**config.mk**
```make
export PLATFORM = sky130hd
export DESIGN_NAME = alu_seq_ctrl
export DESIGN_NICKNAME = d
export VERILOG_FILES = /design/src/rtl/alu_seq_pkg.sv /design/src/rtl/alu_seq_regfile.sv /design/src/rtl/alu_seq_ctrl.sv
export SDC_FILE = /design/constraint.sdc
export NUM_CORES = 1
export LEC_CHECK = 0
export CAP_MARGIN = 20
export CORE_UTILIZATION = 30
export DETAILED_ROUTE_END_ITERATION = 12
export DONT_BUFFER_PORTS = 1
export PLACE_DENSITY = 0.48
export RECOVER_POWER = 50
export SLEW_MARGIN = 20
export SYNTH_ARGS = -nofsm -noshare
export SYNTH_HDL_FRONTEND = slang
export SYNTH_SLANG_ARGS = --single-unit
```
**constraint.sdc**
```tcl
create_clock -name clk -period 2.1 [get_ports clk]
set_input_delay 0.315 -clock clk [delete_from_list [all_inputs] [get_ports clk]]
set_output_delay 0.315 -clock clk [all_outputs]
set_load 0.005 [all_outputs]
```
**src/rtl/alu_seq_pkg.sv**
```systemverilog
// Shared definitions for the alu8bit command sequencer: opcodes, FSM states, widths.
package alu_seq_pkg;

  localparam int unsigned DATA_W = 8;
  localparam int unsigned FLAG_W = 4;
  localparam int unsigned OP_W   = 3;

  localparam logic [OP_W-1:0] OP_ADD = 3'b000;
  localparam logic [OP_W-1:0] OP_SUB = 3'b001;
  localparam logic [OP_W-1:0] OP_AND = 3'b010;
  localparam logic [OP_W-1:0] OP_OR  = 3'b011;
  localparam logic [OP_W-1:0] OP_XOR = 3'b100;
  localparam logic [OP_W-1:0] OP_CMP = 3'b101;
  localparam logic [OP_W-1:0] OP_LDI = 3'b110;
  localparam logic [OP_W-1:0] OP_ILL = 3'b111;

  typedef enum logic [1:0] {
    S_IDLE = 2'd0,
    S_EXEC = 2'd1,
    S_CAPT = 2'd2,
    S_RESP = 2'd3
  } state_t;

  // Operands and opcode presented to the ALU, latched at command accept.
  typedef struct packed {
    logic [OP_W-1:0]   op;
    logic [DATA_W-1:0] a;
    logic [DATA_W-1:0] b;
  } alu_req_t;

  function automatic logic op_writes_reg(input logic [OP_W-1:0] op);
    return (op == OP_ADD) || (op == OP_SUB) || (op == OP_AND) ||
           (op == OP_OR)  || (op == OP_XOR) || (op == OP_LDI);
  endfunction

  function automatic logic op_writes_flags(input logic [OP_W-1:0] op);
    return (op == OP_ADD) || (op == OP_SUB) || (op == OP_AND) ||
           (op == OP_OR)  || (op == OP_XOR) || (op == OP_CMP);
  endfunction

endpackage

```
**src/rtl/alu_seq_regfile.sv**
```systemverilog
// NREG x DATA_W register file: one synchronous write port, two operand read ports
// and a debug read port, all reads combinational.
module alu_seq_regfile
  import alu_seq_pkg::*;
#(
  parameter int unsigned NREG  = 4,
  parameter int unsigned IDX_W = 2
) (
  input  logic              clk,
  input  logic              rst_n,
  input  logic              we,
  input  logic [IDX_W-1:0]  waddr,
  input  logic [DATA_W-1:0] wdata,
  input  logic [IDX_W-1:0]  ra_addr,
  output logic [DATA_W-1:0] ra_data,
  input  logic [IDX_W-1:0]  rb_addr,
  output logic [DATA_W-1:0] rb_data,
  input  logic [IDX_W-1:0]  dbg_addr,
  output logic [DATA_W-1:0] dbg_data
);

  logic [DATA_W-1:0] mem [NREG];

  always_ff @(posedge clk) begin
    if (!rst_n) begin
      for (int unsigned i = 0; i < NREG; i++) begin
        mem[i] <= '0;
      end
    end else if (we) begin
      mem[waddr] <= wdata;
    end
  end

  assign ra_data  = mem[ra_addr];
  assign rb_data  = mem[rb_addr];
  assign dbg_data = mem[dbg_addr];

endmodule

```
**src/rtl/alu_seq_ctrl.sv**
```systemverilog
// Command sequencer driving an external combinational alu8bit.
// Define ALU_SEQ_CTRL_ALUREG_EN to add a CAPT state for a registered/slow ALU.
module alu_seq_ctrl
  import alu_seq_pkg::*;
#(
  parameter int unsigned NREG  = 4,
  parameter int unsigned IDX_W = 2
) (
  input  logic              clk,
  input  logic              rst_n,
  input  logic              cmd_valid,
  output logic              cmd_ready,
  input  logic [OP_W-1:0]   cmd_op,
  input  logic [IDX_W-1:0]  cmd_dst,
  input  logic [IDX_W-1:0]  cmd_srca,
  input  logic [IDX_W-1:0]  cmd_srcb,
  input  logic              cmd_use_imm,
  input  logic [DATA_W-1:0] cmd_imm,
  output logic [DATA_W-1:0] alu_a,
  output logic [DATA_W-1:0] alu_b,
  output logic [OP_W-1:0]   alu_op,
  input  logic [DATA_W-1:0] alu_result,
  input  logic [FLAG_W-1:0] alu_flags,
  output logic              rsp_valid,
  input  logic              rsp_ready,
  output logic [DATA_W-1:0] rsp_result,
  output logic [FLAG_W-1:0] rsp_flags,
  output logic              rsp_err,
  output logic [FLAG_W-1:0] flags_q,
  input  logic [IDX_W-1:0]  rd_sel,
  output logic [DATA_W-1:0] rd_data
);

  state_t            state_q, state_d;
  logic              accept, wb, rsp_done;
  alu_req_t          req_q;
  logic [IDX_W-1:0]  dst_q;
  logic [DATA_W-1:0] ra_data, rb_data;
  logic              reg_we, flags_we;
  logic [DATA_W-1:0] reg_wdata, res_d;
  logic [FLAG_W-1:0] flags_d;

  alu_seq_regfile #(
    .NREG  (NREG),
    .IDX_W (IDX_W)
  ) u_regfile (
    .clk      (clk),
    .rst_n    (rst_n),
    .we       (reg_we),
    .waddr    (dst_q),
    .wdata    (reg_wdata),
    .ra_addr  (cmd_srca),
    .ra_data  (ra_data),
    .rb_addr  (cmd_srcb),
    .rb_data  (rb_data),
    .dbg_addr (rd_sel),
    .dbg_data (rd_data)
  );

  // Next state and per-cycle control strobes.
  always_comb begin
    state_d  = state_q;
    accept   = 1'b0;
    wb       = 1'b0;
    rsp_done = 1'b0;
    unique case (state_q)
      S_IDLE: begin
        if (cmd_valid && cmd_ready) begin
          accept  = 1'b1;
          state_d = S_EXEC;
        end
      end
      S_EXEC: begin
`ifdef ALU_SEQ_CTRL_ALUREG_EN
        state_d = S_CAPT;
`else
        wb      = 1'b1;
        state_d = S_RESP;
`endif
      end
      S_CAPT: begin
`ifdef ALU_SEQ_CTRL_ALUREG_EN
        wb      = 1'b1;
        state_d = S_RESP;
`else
        state_d = S_IDLE;
`endif
      end
      S_RESP: begin
        if (rsp_valid && rsp_ready) begin
          rsp_done = 1'b1;
          state_d  = S_IDLE;
        end
      end
      default: state_d = S_IDLE;
    endcase
  end

  // Writeback selection: LDI bypasses the ALU, illegal ops write nothing.
  always_comb begin
    reg_we    = wb && op_writes_reg(req_q.op);
    flags_we  = wb && op_writes_flags(req_q.op);
    reg_wdata = (req_q.op == OP_LDI) ? req_q.b : alu_result;
    flags_d   = flags_we ? alu_flags : flags_q;
    if (req_q.op == OP_ILL) begin
      res_d = '0;
    end else if (req_q.op == OP_LDI) begin
      res_d = req_q.b;
    end else begin
      res_d = alu_result;
    end
  end

  always_ff @(posedge clk) begin
    if (!rst_n) begin
      state_q   <= S_IDLE;
      cmd_ready <= 1'b0;
    end else begin
      state_q   <= state_d;
      cmd_ready <= (state_d == S_IDLE);
    end
  end

  always_ff @(posedge clk) begin
    if (!rst_n) begin
      req_q      <= '0;
      dst_q      <= '0;
      flags_q    <= '0;
      rsp_valid  <= 1'b0;
      rsp_result <= '0;
      rsp_flags  <= '0;
      rsp_err    <= 1'b0;
    end else begin
      // Operands captured at accept, so src == dst reads the pre-write value.
      if (accept) begin
        req_q.op <= cmd_op;
        req_q.a  <= ra_data;
        req_q.b  <= cmd_use_imm ? cmd_imm : rb_data;
        dst_q    <= cmd_dst;
      end
      if (flags_we) begin
        flags_q <= alu_flags;
      end
      if (wb) begin
        rsp_valid  <= 1'b1;
        rsp_result <= res_d;
        rsp_flags  <= flags_d;
        rsp_err    <= (req_q.op == OP_ILL);
      end else if (rsp_done) begin
        rsp_valid <= 1'b0;
      end
    end
  end

  assign alu_a  = req_q.a;
  assign alu_b  = req_q.b;
  assign alu_op = req_q.op;

endmodule

```
==> results of run 1 <==
through the flow:
| step | utilization (%) | total power [mW] | instance area (µm²) | setup WS [ns] |
|---|---|---|---|---|
| 2_1_floorplan | - | 2.12 | 3440 | 0.490 |
| 3_3_place_gp | 32.3 | 2.20 | 3540 | 0.433 |
| 3_5_place_dp | 32.3 | 2.20 | 3540 | 0.447 |
| 4_1_cts | 34.7 | 3.61 | 3810 | 0.428 |
| 5_1_grt | 34.6 | 3.72 | 3800 | 0.197 |
| 6_report | 34.6 | 3.55 | 3800 | 0.353 |
path summary, 6_finish.rpt:
kind / from / end / slack [ns] / cells after the start
worst min register to register: alu_a[3] / alu_a[3] / 0.47 / 2
worst max register to register: state_q[0] / alu_a[1] / 0.35 / 4
worst max-delay path: state_q[0] / alu_a[1] / 0.35 / 4
worst min-delay path: rsp_ready / state_q[1] / 0.09 / 1
worst register-to-register path: stages (launching register included):
cell       delay (ns)
dfxtp_1          0.38
and4bb_1         0.35
clkbuf_1         0.36
and2_0           0.43
o2bb2ai_1        0.16
per-layer routing:
| layer | vias to the layer above | wire [µm] |
|---|---|---|
| met5 | - | 0 |
| met4 | 0 | 25 |
| met3 | 2 | 896 |
| met2 | 100 | 3490 |
| met1 | 1055 | 4040 |
| li1 | 1083 | - |
cell usage in the layout (no fill, tap or decap), types with 5 or more instances in the layout:
cell type / Yosys / routed
dfxtp_1: 42 / 42
nor2_1: 33 / 33
edfxtp_1: 32 / 32
nand2_1: 18 / 18
o2bb2ai_1: 17 / 17
mux4_2: 16 / 16
o21ai_0: 12 / 14
mux2_2: 14 / 14
mux2i_1: 13 / 13
nor2b_1: 10 / 10
a21oi_1: 10 / 10
clkbuf_16: 0 / 9
a222oi_1: 8 / 8
nand3_1: 7 / 7
buf_4: 0 / 6
a31oi_1: 5 / 5
a21boi_0: 5 / 5
area by class of cell:
class                           count  area, µm²  share of cell area [%]
Timing Repair Buffer               10       61.3                    1.61
Clock inverter                      6       41.3                    1.09
Tap cell                          140        175                    4.61
Clock buffer                       10        229                    6.03
Multi-Input combinational cell    187       1490                    39.2
Sequential cell                    74       1800                    47.4
kinds of logic after synthesis:
kind of cell           after synthesis
AND/OR/NAND/NOR                     80
flip-flops                          74
AO/OA/AOI/OAI                       62
multiplexers                        45
buffers and inverters               23
state kept, by name (all words and copies together) (netlist names):
name,flops
alu_op,3
rsp_result,8
flags_q,4
u_regfile.mem,32
cmd_ready,1
alu_a,8
rsp_flags,4
rsp_valid,1
dst_q,2
state_q,2
alu_b,8
rsp_err,1
power by group through the flow:
stage          Combinational [mW]  Sequential (mW)  Clock [mW]
2_1_floorplan               0.373             1.75           0
3_3_place_gp                0.403             1.80           0
3_5_place_dp                0.404             1.80           0
4_1_cts                     0.405             1.77        1.44
5_1_grt                     0.436             1.79        1.50
6_report                    0.390             1.77        1.39
==> qor.yml, run 1 <==
cts-root-buf: "clkbuf_16"
detail-route-antenna-nets: 0
slew_viol_final: 0
synth_area_leaders: "edfxtp_1, dfxtp_1, mux4_2"
n_antenna_cell: 0
cp_top_family: "simple AND/OR/NAND/NOR gates"
layout-drive-gt1-share_pct: 18.8
io_pins: 82
synthSimpleGateAreaFrac_pct: 10.9
slowest_stage: "and2_0"
tns_ns: 0
synth_top_family_by_area: "multiplexers"
gr-total-overflow: 0
placed_cells: 411
cp-start-kind: "register"
grt_util_met3_pct: 7.29
required_ns: 2.36
power_switching_mw: 0.918
hp-class: "primary input to register"
synth_most_common_cell: "dfxtp_1"
synthArstFlopShare_pct: 0
first_iter_violations: 198
finalHoldViolations: 0
relSlewSlack_pct: 58.8
status: "finished, final reports clean"
start_util_pct: 31.3
drt-total-wl_um: 8450
dieWidth_um: 109
synth_area_um2: 3440
period_needed_ns: 1.75
busiest_layer: "met1"
synth_compound_area_share_pct: 12.8
drcViolationCount: 0
fp.dieH_um: 109
portBuffers: 0
cellPowerDensity_nw_per_um2: 934
ir_drop_mv: 0.301
crit_arrival_ns: 2.00
max_freq_mhz: 572
synthTopCellsByCount: "dfxtp_1, nor2_1, edfxtp_1, nand2_1, o2bb2ai_1"
grt_pass1_wl_um: 13000
synth-main-ff-cell: "dfxtp_1"
switching_share_pct: 25.9
end_kind: "register"
fillers: 1104
power_frac_comb_pct: 11.0
cts_sinks: 74
path_cells: "and4bb_1 > clkbuf_1 > and2_0 > o2bb2ai_1"
clockPowerShare_pct: 39.1
syn2layout_area_growth_pct: 10.4
cp_max_fo: 9
grt.total_usage_pct: 15.1
placementRows: 38
syn_inst: 284
fp.coreArea_um2: 11000
clockBufferDepth: 2
cp_num_buf_inv: 1
clk_pin_slew_ns: 0.06
synth_fa_ha_area_share_pct: 0
cts_setup_buffers: 0
syn_avg_cell_area_um2: 12.1
gp_congestion: 0.713
yosysTopAreaCell: "edfxtp_1"
yosys_register_bits: 74
instances_no_fill: 427
hold_buffers: 0
synth_top_area_share_pct: 27.9
crit_path_max_incr_delay_ns: 0.42
synth_seq_area_share_pct: 52.4
synth-edff-count: 32
cts_made_buffers: 9
route.vias.total: 2240
synthMuxAreaShare_pct: 19.7
setup_violations: 0
via_per_inst: 5.25
firstDrtPassIters: 5
dieArea_um2: 11900
skew_ns: 0.00592
maxCapViolations: 0
whs_ns: 0.0917
fin_crit_sh_pct: 83.2
yosys_warnings: 0
grt_pass1_vias: 2161
h-tree-depth: 3
seqPwrFrac_pct: 49.8
clk_latency_ns: 0.33
grt_use_met1_pct: 21.1
power.internal_mw: 2.63
antenna_found_initial: 0
cts_tree: "done"
synthesis.nets: 320
p_leak_nw: 1.34
worstSetupPathType: "register to register"
gr-usage-met2_pct: 20.1
cts_resized: 0
synth_xor_xnor_area_share_pct: 0
wl_per_cell_um: 19.8
final_nets: 318
tightest_slew_ns: 0.616
rsz0062_at_grt: "false"
grt_max_degree: 45
ys_types: 30
dp_hpwl_um: 6310
Power figures use the tool's default switching activity.
==> inputs of run 2 (changes only) <==
Clock period 2.1 ns to 1.75 ns, I/O delays scaled along.
==> run 2 against run 1 <==
Count of clock-buffer cells in the layout is the same. First-iteration DRC count fell by 32%. Sequential share of layout area is 1.3 points lower. Clock skew up 0.0078 ns. Routed wire length is 0.45% lower. Cell count rose by 2.1%. Final area grew 2.8%. Via count up 1.3%. Non-clock buffer count grew 9.
==> qor.yml, run 2 (synthesis results as in run 1) <==
maxCapViolations: 0  # unchanged
wl_per_cell_um: 19.3  # -2.5%
cts_setup_buffers: 0  # unchanged
required_ns: 1.74  # -0.62 ns
ir_drop_mv: 0.428  # +42%
cts_tree: "done"
top_register: "u_regfile.mem"
gr-usage-met2_pct: 21.6  # +1.5 points
detail-route-antenna-nets: 0  # unchanged
h-tree-depth: 3  # unchanged
cellPowerDensity_nw_per_um2: 1130  # +21%
grt_util_met3_pct: 5.08  # -2.2 points
io_pins: 82  # unchanged
clk_latency_ns: 0.33  # about the same
dp_hpwl_um: 6330  # +0.28%
dieWidth_um: 109  # unchanged
drcViolationCount: 0  # unchanged
slew_viol_final: 0  # unchanged
end_kind: "register"
total_power_mw: 4.42  # +25%
gp_congestion: 0.759  # +6.4%
fin_crit_sh_pct: 91.4  # +8.2 points
period_needed_ns: 1.60  # -0.148 ns
syn2layout_area_growth_pct: 13.4
cts_made_buffers: 9  # unchanged
mostFrequentLayoutCell: "dfxtp_1"
first_iter_violations: 134  # -32%
final_nets: 327  # +2.8%
cp_max_fo: 8  # -1
tightest_slew_ns: 0.559  # -0.0573 ns
route.vias.total: 2269  # +1.3%
hp-class: "primary input to register"
skew_ns: 0.0137  # +0.00777 ns
layout-drive-gt1-share_pct: 22.6  # +3.8 points
finalHoldViolations: 0  # unchanged
hold_buffers: 0  # unchanged
cts-root-buf: "clkbuf_16"
gr-total-overflow: 0  # unchanged
placementRows: 38  # unchanged
portBuffers: 0  # unchanged
antenna_found_initial: 0  # unchanged
setup_violations: 0  # unchanged
rsz0062_at_grt: "false"
grt.total_usage_pct: 15.2  # +0.075 points
grt_pass1_wl_um: 13200  # +1.5%
firstDrtPassIters: 5  # unchanged
clk_pin_slew_ns: 0.07  # about the same
status: "finished, final reports clean"
n_antenna_cell: 0  # unchanged
layout_common_cells: "dfxtp_1, nor2_1, edfxtp_1"
crit_arrival_ns: 1.59  # -0.41 ns
cts_sinks: 74  # unchanged
drt-total-wl_um: 8420  # -0.45%
dieArea_um2: 11900  # unchanged
tns_ns: 0  # unchanged
grt_pass1_vias: 2254  # +4.3%
grt_use_met1_pct: 21.5  # +0.44 points
max_freq_mhz: 625  # +9.2%
cp-start-kind: "register"
worstSetupPathType: "register to register"
fp.dieH_um: 109  # unchanged
busiest_layer: "met2"
via_per_inst: 5.20  # -0.80%
largest_register_ffs: 32  # unchanged
p_leak_nw: 1.42  # +5.8%
relSlewSlack_pct: 62.7  # +4.0 points
clockBufferDepth: 2  # unchanged
start_util_pct: 31.3  # unchanged
fp.coreArea_um2: 11000  # unchanged
grt_max_degree: 45  # unchanged
whs_ns: 0.0378  # -0.0540 ns
[run 2: final timing paths]
kind                            startpoint                  end  slack [ns]  cells after the start
worst min-delay path             rsp_ready           state_q[1]        0.04                      1
worst max register to register  state_q[1]  u_regfile.mem[0][0]        0.15                      3
worst max-delay path            state_q[1]  u_regfile.mem[0][0]        0.15                      3
worst min register to register    alu_a[3]             alu_a[3]        0.48                      2
[run 2: timing repair]
action,CTS,global route
gates resized for setup,0,1
endpoints found under the setup margin,0,8
endpoints found under the hold margin,0,0
[run 2: power breakdown]
group          total (mW)  internal [mW]  switching [mW]
combinational       0.500          0.245           0.255
sequential           2.11           1.97           0.144
clock                1.81           1.06           0.751
total                4.42           3.27            1.15
[run 2: worst max-delay path: stages (launching register included)]
cell	delay (ns)
dfxtp_1	0.36
a211oi_2	0.23
or3b_1	0.39
nand2_1	0.28
[run 2: through the flow]
stage	setup slack [ns]	std cells	util [%]	area (µm²)
after floorplan	0.140	284	-	3440
after global placement	0.200	420	33.0	3620
after detailed placement	0.138	420	33.0	3620
after CTS	0.105	436	35.7	3920
after global routing	0.0498	436	35.5	3900
final	0.151	436	35.5	3900
[run 2: area by class of cell]
type	instances	area, µm²
flip-flops and latches	74	1800
well taps	140	175
multi-input cells	187	1490
clock buffers	10	250
repair buffers	19	143
fillers	1068	7080
clock inverters	6	45.0
[run 2: routing by layer]
metal  share of wire (%)  vias to the layer above
met2                  41                       91
met5                   0                        -
li1                    -                     1099
met3                 8.7                        4
met1                  50                     1075
met4                0.75                        0
==> inputs of run 3 (changes only) <==
Settings changed: CAP_MARGIN 20 to 10.
Clock period 1.75 ns to 1.9 ns, I/O delays scaled along.
==> run 3 against run 2 <==
Sequential share of layout area rose by 0.21 points. Highest routed layer unchanged. Final area fell by 0.45%. Worst setup slack better by 0.058 ns. Count of clock-buffer cells in the layout is 2 higher. Global-route usage down 0.11 points. Non-clock buffer count down 1.
==> qor.yml, run 3 (synthesis results as in run 1) <==
tightest_slew_ns: 0.609  # +0.0498 ns
clk_pin_slew_ns: 0.06  # about the same
placementRows: 38  # unchanged
layout-drive-gt1-share_pct: 21.7  # -0.94 points
fp.coreArea_um2: 11000  # unchanged
drcViolationCount: 0  # unchanged
hold_depth: 1  # unchanged
fillers: 1107  # +3.7%
start_util_pct: 31.3  # unchanged
dp_hpwl_um: 6310  # -0.29%
power_switching_mw: 1.01  # -12%
grt.total_usage_pct: 15.1  # -0.11 points
grt_pass1_wl_um: 13100  # -0.89%
seqPwrFrac_pct: 47.9  # about the same
detail-route-antenna-nets: 0  # unchanged
fin_crit_sh_pct: 89.0  # -2.4 points
final_nets: 326  # -0.31%
hold_buffers: 0  # unchanged
end_kind: "register"
wl_per_cell_um: 19.1  # -0.78%
maxCapViolations: 0  # unchanged
worstReg2RegEnd: "u_regfile.mem[0][2]"
gr-total-overflow: 0  # unchanged
top_register: "u_regfile.mem"
ff2ff_path_depth: 3  # unchanged
rsz0062_at_grt: "false"
antenna_found_initial: 0  # unchanged
fp.dieH_um: 109  # unchanged
status: "finished, final reports clean"
required_ns: 1.90  # +0.16 ns
cp-start-kind: "register"
grt_pass1_vias: 2235  # -0.84%
h-tree-depth: 3  # unchanged
firstDrtPassIters: 6  # +1
layout_setup_ws_ns: 0.209  # +0.0582 ns
r2r_start: "alu_op[0]"
syn2layout_area_growth_pct: 12.9
dieArea_um2: 11900  # unchanged
finalHoldViolations: 0  # unchanged
period_needed_ns: 1.69  # +0.0918 ns
hold_path_end: "state_q[1]"
gp_congestion: 0.771  # +1.6%
max_freq_mhz: 591  # -5.4%
p_leak_nw: 1.42  # -0.47%
clk_latency_ns: 0.33  # about the same
cts_setup_buffers: 0  # unchanged
route.vias.total: 2261  # -0.35%
clockPowerShare_pct: 40.9  # about the same
cts_resized: 0  # unchanged
power.internal_mw: 3.05  # -6.9%
crit_arrival_ns: 1.69  # +0.10 ns
setup_violations: 0  # unchanged
cts_made_buffers: 9  # unchanged
switching_share_pct: 24.9  # -1.1 points
worstHoldStart: "rsp_ready"
skew_ns: 0.00672  # -0.00697 ns
via_per_inst: 5.20  # -0.12%
layout_common_cells: "dfxtp_1, nor2_1, edfxtp_1"
cellPowerDensity_nw_per_um2: 1050  # -7.8%
placed_cells: 419  # -0.24%
slew_viol_final: 0  # unchanged
cts_sinks: 74  # unchanged
place_ws_ns: 0.264  # +0.127 ns
r2r_slack_ns: 0.21  # +0.06 ns
clockBufferDepth: 2  # unchanged
hp-class: "primary input to register"
largest_register_ffs: 32  # unchanged
mostFrequentLayoutCell: "dfxtp_1"
drt-total-wl_um: 8330  # -1.0%
ir_drop_mv: 0.462  # +8.1%
portBuffers: 0  # unchanged
first_iter_violations: 127  # -5.2%
power_frac_comb_pct: 11.1  # -0.2 points
cp_max_fo: 8  # unchanged
grt_max_degree: 45  # unchanged
total_power_mw: 4.06  # -8.2%
io_pins: 82  # unchanged
tns_ns: 0  # unchanged
relSlewSlack_pct: 59.3  # -3.5 points
cts-root-buf: "clkbuf_16"
n_antenna_cell: 0  # unchanged
instances_no_fill: 435  # -0.23%
worstSetupPathType: "register to register"
cts_tree: "done"
dieWidth_um: 109  # unchanged
-- run 3: cell count changes in the layout (fill, tap and decap cells not counted), moves of 2 or more --
cell / change
mux2_4: +2
buf_4: -4
mux2_1: -2
clkbuf_2: +3
clkbuf_1: +2
-- run 3: worst max path at each step --
stage / start / end / slack, ns / cells after the start
global route: alu_op[2] / u_regfile.mem[3][4] / 0.07 / 6
global placement: alu_op[0] / u_regfile.mem[0][5] / 0.29 / 3
detailed placement: alu_op[0] / u_regfile.mem[0][4] / 0.26 / 3
CTS: alu_op[0] / u_regfile.mem[0][4] / 0.24 / 3
floorplan: alu_op[0] / u_regfile.mem[0][0] / 0.29 / 4
finish: alu_op[0] / u_regfile.mem[0][2] / 0.21 / 3
-- run 3: final cells by class --
type                            count  area, µm²  share of cell area (%)
Multi-Input combinational cell    187       1490                    38.3
Clock inverter                      4       28.8                   0.741
Timing Repair Buffer               18        123                    3.16
Clock buffer                       12        269                    6.92
Tap cell                          140        175                    4.51
Sequential cell                    74       1800                    46.4
-- run 3: critical path, stage by stage, from the launching register on --
cell and delay (ns):
dfxtp_1 0.38, a211oi_1 0.31, or3b_1 0.40, nand2_1 0.28
-- run 3: layer usage --
layer / vias up / wire length [µm] / GRT usage, %
li1: 1092 / - / -
met1: 1073 / 4040 / 20.9
met2: 88 / 3450 / 21.3
met3: 8 / 748 / 5.80
met4: 0 / 91 / 4.92
met5: - / 0 / 0
-- run 3: power groups by stage --
| stage | registers [mW] | clock network [mW] | logic [mW] |
|---|---|---|---|
| 6_report | 1.95 | 1.66 | 0.452 |
| 5_1_grt | 1.97 | 1.77 | 0.513 |
| 4_1_cts | 1.95 | 1.71 | 0.467 |
| 3_5_place_dp | 1.98 | 0 | 0.465 |
| 3_3_place_gp | 1.98 | 0 | 0.459 |
| 2_1_floorplan | 1.93 | 0 | 0.413 |
-- run 3: per-stage QoR --
step / utilization (%) / cell area [µm²] / hold slack [ns]
final: 35.4 / 3880 / 0.0596
after global routing: 35.4 / 3880 / 0.0518
after CTS: 35.5 / 3900 / 0.0477
after detailed placement: 32.8 / 3600 / 0.401
after global placement: 32.8 / 3600 / 0.397
after floorplan: - / 3440 / 0.394
==> edit, RTL diff (config.mk and constraints of run 2) <==
Re-encode `state_t` (4 states) as one-hot, 4 bits wide.
--- a/src/rtl/alu_seq_pkg.sv
+++ b/src/rtl/alu_seq_pkg.sv
@@ -14,11 +14,11 @@
   localparam logic [OP_W-1:0] OP_LDI = 3'b110;
   localparam logic [OP_W-1:0] OP_ILL = 3'b111;
 
-  typedef enum logic [1:0] {
-    S_IDLE = 2'd0,
-    S_EXEC = 2'd1,
-    S_CAPT = 2'd2,
-    S_RESP = 2'd3
+  typedef enum logic [3:0] {
+    S_IDLE = 4'b0001,
+    S_EXEC = 4'b0010,
+    S_CAPT = 4'b0100,
+    S_RESP = 4'b1000
   } state_t;
 
   // Operands and opcode presented to the ALU, latched at command accept.
Check against the original RTL: no difference found for any inputs over 4 cycles, from zero or initial values and one cycle with rst_n low; so few cycles prove little.
==> edit against run 2 <==
Worst setup slack got worse by 0.076 ns; sequential cell count increased by 2; final area increased by 9.0%; area after synthesis increased by 4.7%; critical endpoint is now u_regfile.mem[1][4]$_SDFFCE_PN0P_; critical path type unchanged; power decreased by 5.5%; maximum frequency decreased by 4.5%; clock power increased by 8%; wire length increased by 16%; highest routed layer unchanged; via count increased by 14%; largest cell class unchanged; the flow now finishes with violations (DRC).
==> edit: results (changes against run 2) <==
| Metric | Value |
|---|---|
| Warnings, synthesis | `0 (unchanged)` |
| Initial DRC Count | `167 (was 134)` |
| Max reg flops | `32 (unchanged)` |
| Global-route wire length before repair | `15.12 mm (was 13.19 mm)` |
| DRC errors left | `8 (was 0)` |
| CTS Root Cell | `clkbuf_16 (unchanged)` |
| Post-Syn Nets | `357 (was 320)` |
| Clk_skew | `0.006155 ns (was 0.01369 ns)` |
| Initial antenna violation count | `0 (unchanged)` |
| Top cells by area, synth | `edfxtp_1 (27%), dfxtp_1 (24%), mux4_2 (15%) (was edfxtp_1 (28%), dfxtp_1 (24%), mux4_2 (10%))` |
| DP Wirelength | `7.340 mm (was 6.331 mm)` |
| Unique cell type count in the Yosys netlist | `37 (was 30)` |
| Power per cell area | `982.5 nW/µm² (was 1134 nW/µm²)` |
| Syn_area_per_cell | `11.22 µm² (was 12.12 µm²)` |
| Net switching fraction of the power | `0.2142 (was 0.2601)` |
| Num CTS Buffers | `9 (unchanged)` |
| PortBufs | `0 (unchanged)` |
| Layout cells sized above 1 | `0.2382 (was 0.2264)` |
| Vias per cell | `5.348 (was 5.204)` |
| Async S/R FF share, synth | `0 (unchanged)` |
| Placed cells | `467 (was 420)` |
| Final antenna diode count | `0 (unchanged)` |
| Post-synth EDFFs | `32 (unchanged)` |
| Avg WL per Cell | `20.22 µm (was 19.30 µm)` |
| Crit path DAT | `1.87 ns (was 1.59 ns)` |
| Clock Latency Late Sink | `0.33 ns (about the same)` |
| Clock Tree Buf Depth | `2 (unchanged)` |
| Setup WS pre-CTS | `0.04772 ns (was 0.1378 ns)` |
| Final Instance Area | `4254 µm² (was 3902 µm²)` |
| Clock share of power | `0.469 (was 0.409)` |
| Pre-antenna DRT Iters | `10 (was 5)` |
| Largest net degree at the start of global routing | `27 (was 45)` |
| Vias in the first global route | `2593 (was 2254)` |
| Sequential share of the synthesized area | `0.5113 (was 0.5236)` |
| Post_cts resized | `0 (unchanged)` |
| Non-Filler Instances | `483 (was 436)` |
| Placed Area | `3935 µm² (was 3625 µm²)` |
| Clk pin slew, worst setup/hold paths | `roughly 0.060 ns` |
| Gate power share | `0.068 (was 0.113)` |
| Worst-path fanout max | `8 (unchanged)` |
| Final GP Congestion | `0.7988 (was 0.7587)` |
| Hold Path Class | `in2reg (unchanged)` |
| Max IR drop VDD | `0.4097 mV (was 0.4275 mV)` |
| Leak | `1.495 nW (was 1.422 nW)` |
| Tot GR Track Use | `0.1648 (was 0.1519)` |
| Postcts setup bufs | `0 (unchanged)` |
| Status | `finished, violations left (was finished, final reports clean)` |
| Violated checks | `DRC` |
| Post-synth top cells | `dfxtp_1 (44), nor2_1 (39), edfxtp_1 (32), nand2_1 (31), mux4_2 (24) (was dfxtp_1 (42), nor2_1 (33), edfxtp_1 (32), nand2_1 (18), o2bb2ai_1 (17))` |
| Total Nets Final | `371 (was 327)` |
| Largest Register | `u_regfile.mem (unchanged)` |
==> edit: changes by cell type after synthesis, moves of 10 or more <==
cell	change
mux2_2	-14
nand2_1	+13
nand3_1	+13
a311oi_1	+12
clkbuf_1	+11
nand2b_1	+11
a21oi_1	+10
nor2b_1	-10
==> edit: area by class of cell <==
type	count	area, µm²
Fill cell	1121	7311
Inverter	2	7.507
Sequential cell	76	1843
Clock inverter	5	77.57
Tap cell	143	178.9
Timing Repair Buffer	29	236.5
Multi-Input combinational cell	217	1678
Clock buffer	11	232.7
==> edit: worst max-delay path, stage by stage (launching register included) <==
cell	delay (ns)
dfxtp_1	0.31
or4b_4	0.56
or4b_4	0.56
nor2_1	0.11
==> edit: cell families after synthesis <==
kind of cell / count (synthesis) / share of synthesized area
multiplexers: 32 / 0.1723
AND/OR/NAND/NOR: 117 / 0.1591
other: 1 / 0.001041
flip-flops: 76 / 0.5113
XOR/XNOR: 1 / 0.002432
buffers and inverters: 28 / 0.03681
AO/OA/AOI/OAI: 66 / 0.1171
==> edit: per-layer routing <==
layer	vias up	global-route usage	wire, µm
met5	-	0	0
met2	77	0.2650	4636
met1	1261	0.2017	4207
met3	13	0.05661	693
li1	1232	-	-
met4	0	0.06937	231
==> edit: final timing paths <==
| kind | end | from | cells past startpoint | slack [ns] |
|---|---|---|---|---|
| worst max-delay path | u_regfile.mem[1][4]$_SDFFCE_PN0P_ | state_q[3]$_SDFF_PN0_ | 3 | 0.08 |
| worst min-delay path | state_q[0]$_SDFF_PN1_ | rst_n | 1 | 0.02 |
| worst max register to register | u_regfile.mem[1][4]$_SDFFCE_PN0P_ | state_q[3]$_SDFF_PN0_ | 3 | 0.08 |
| worst min register to register | alu_a[2]$_SDFFE_PN0P_ | alu_a[2]$_SDFFE_PN0P_ | 2 | 0.48 |
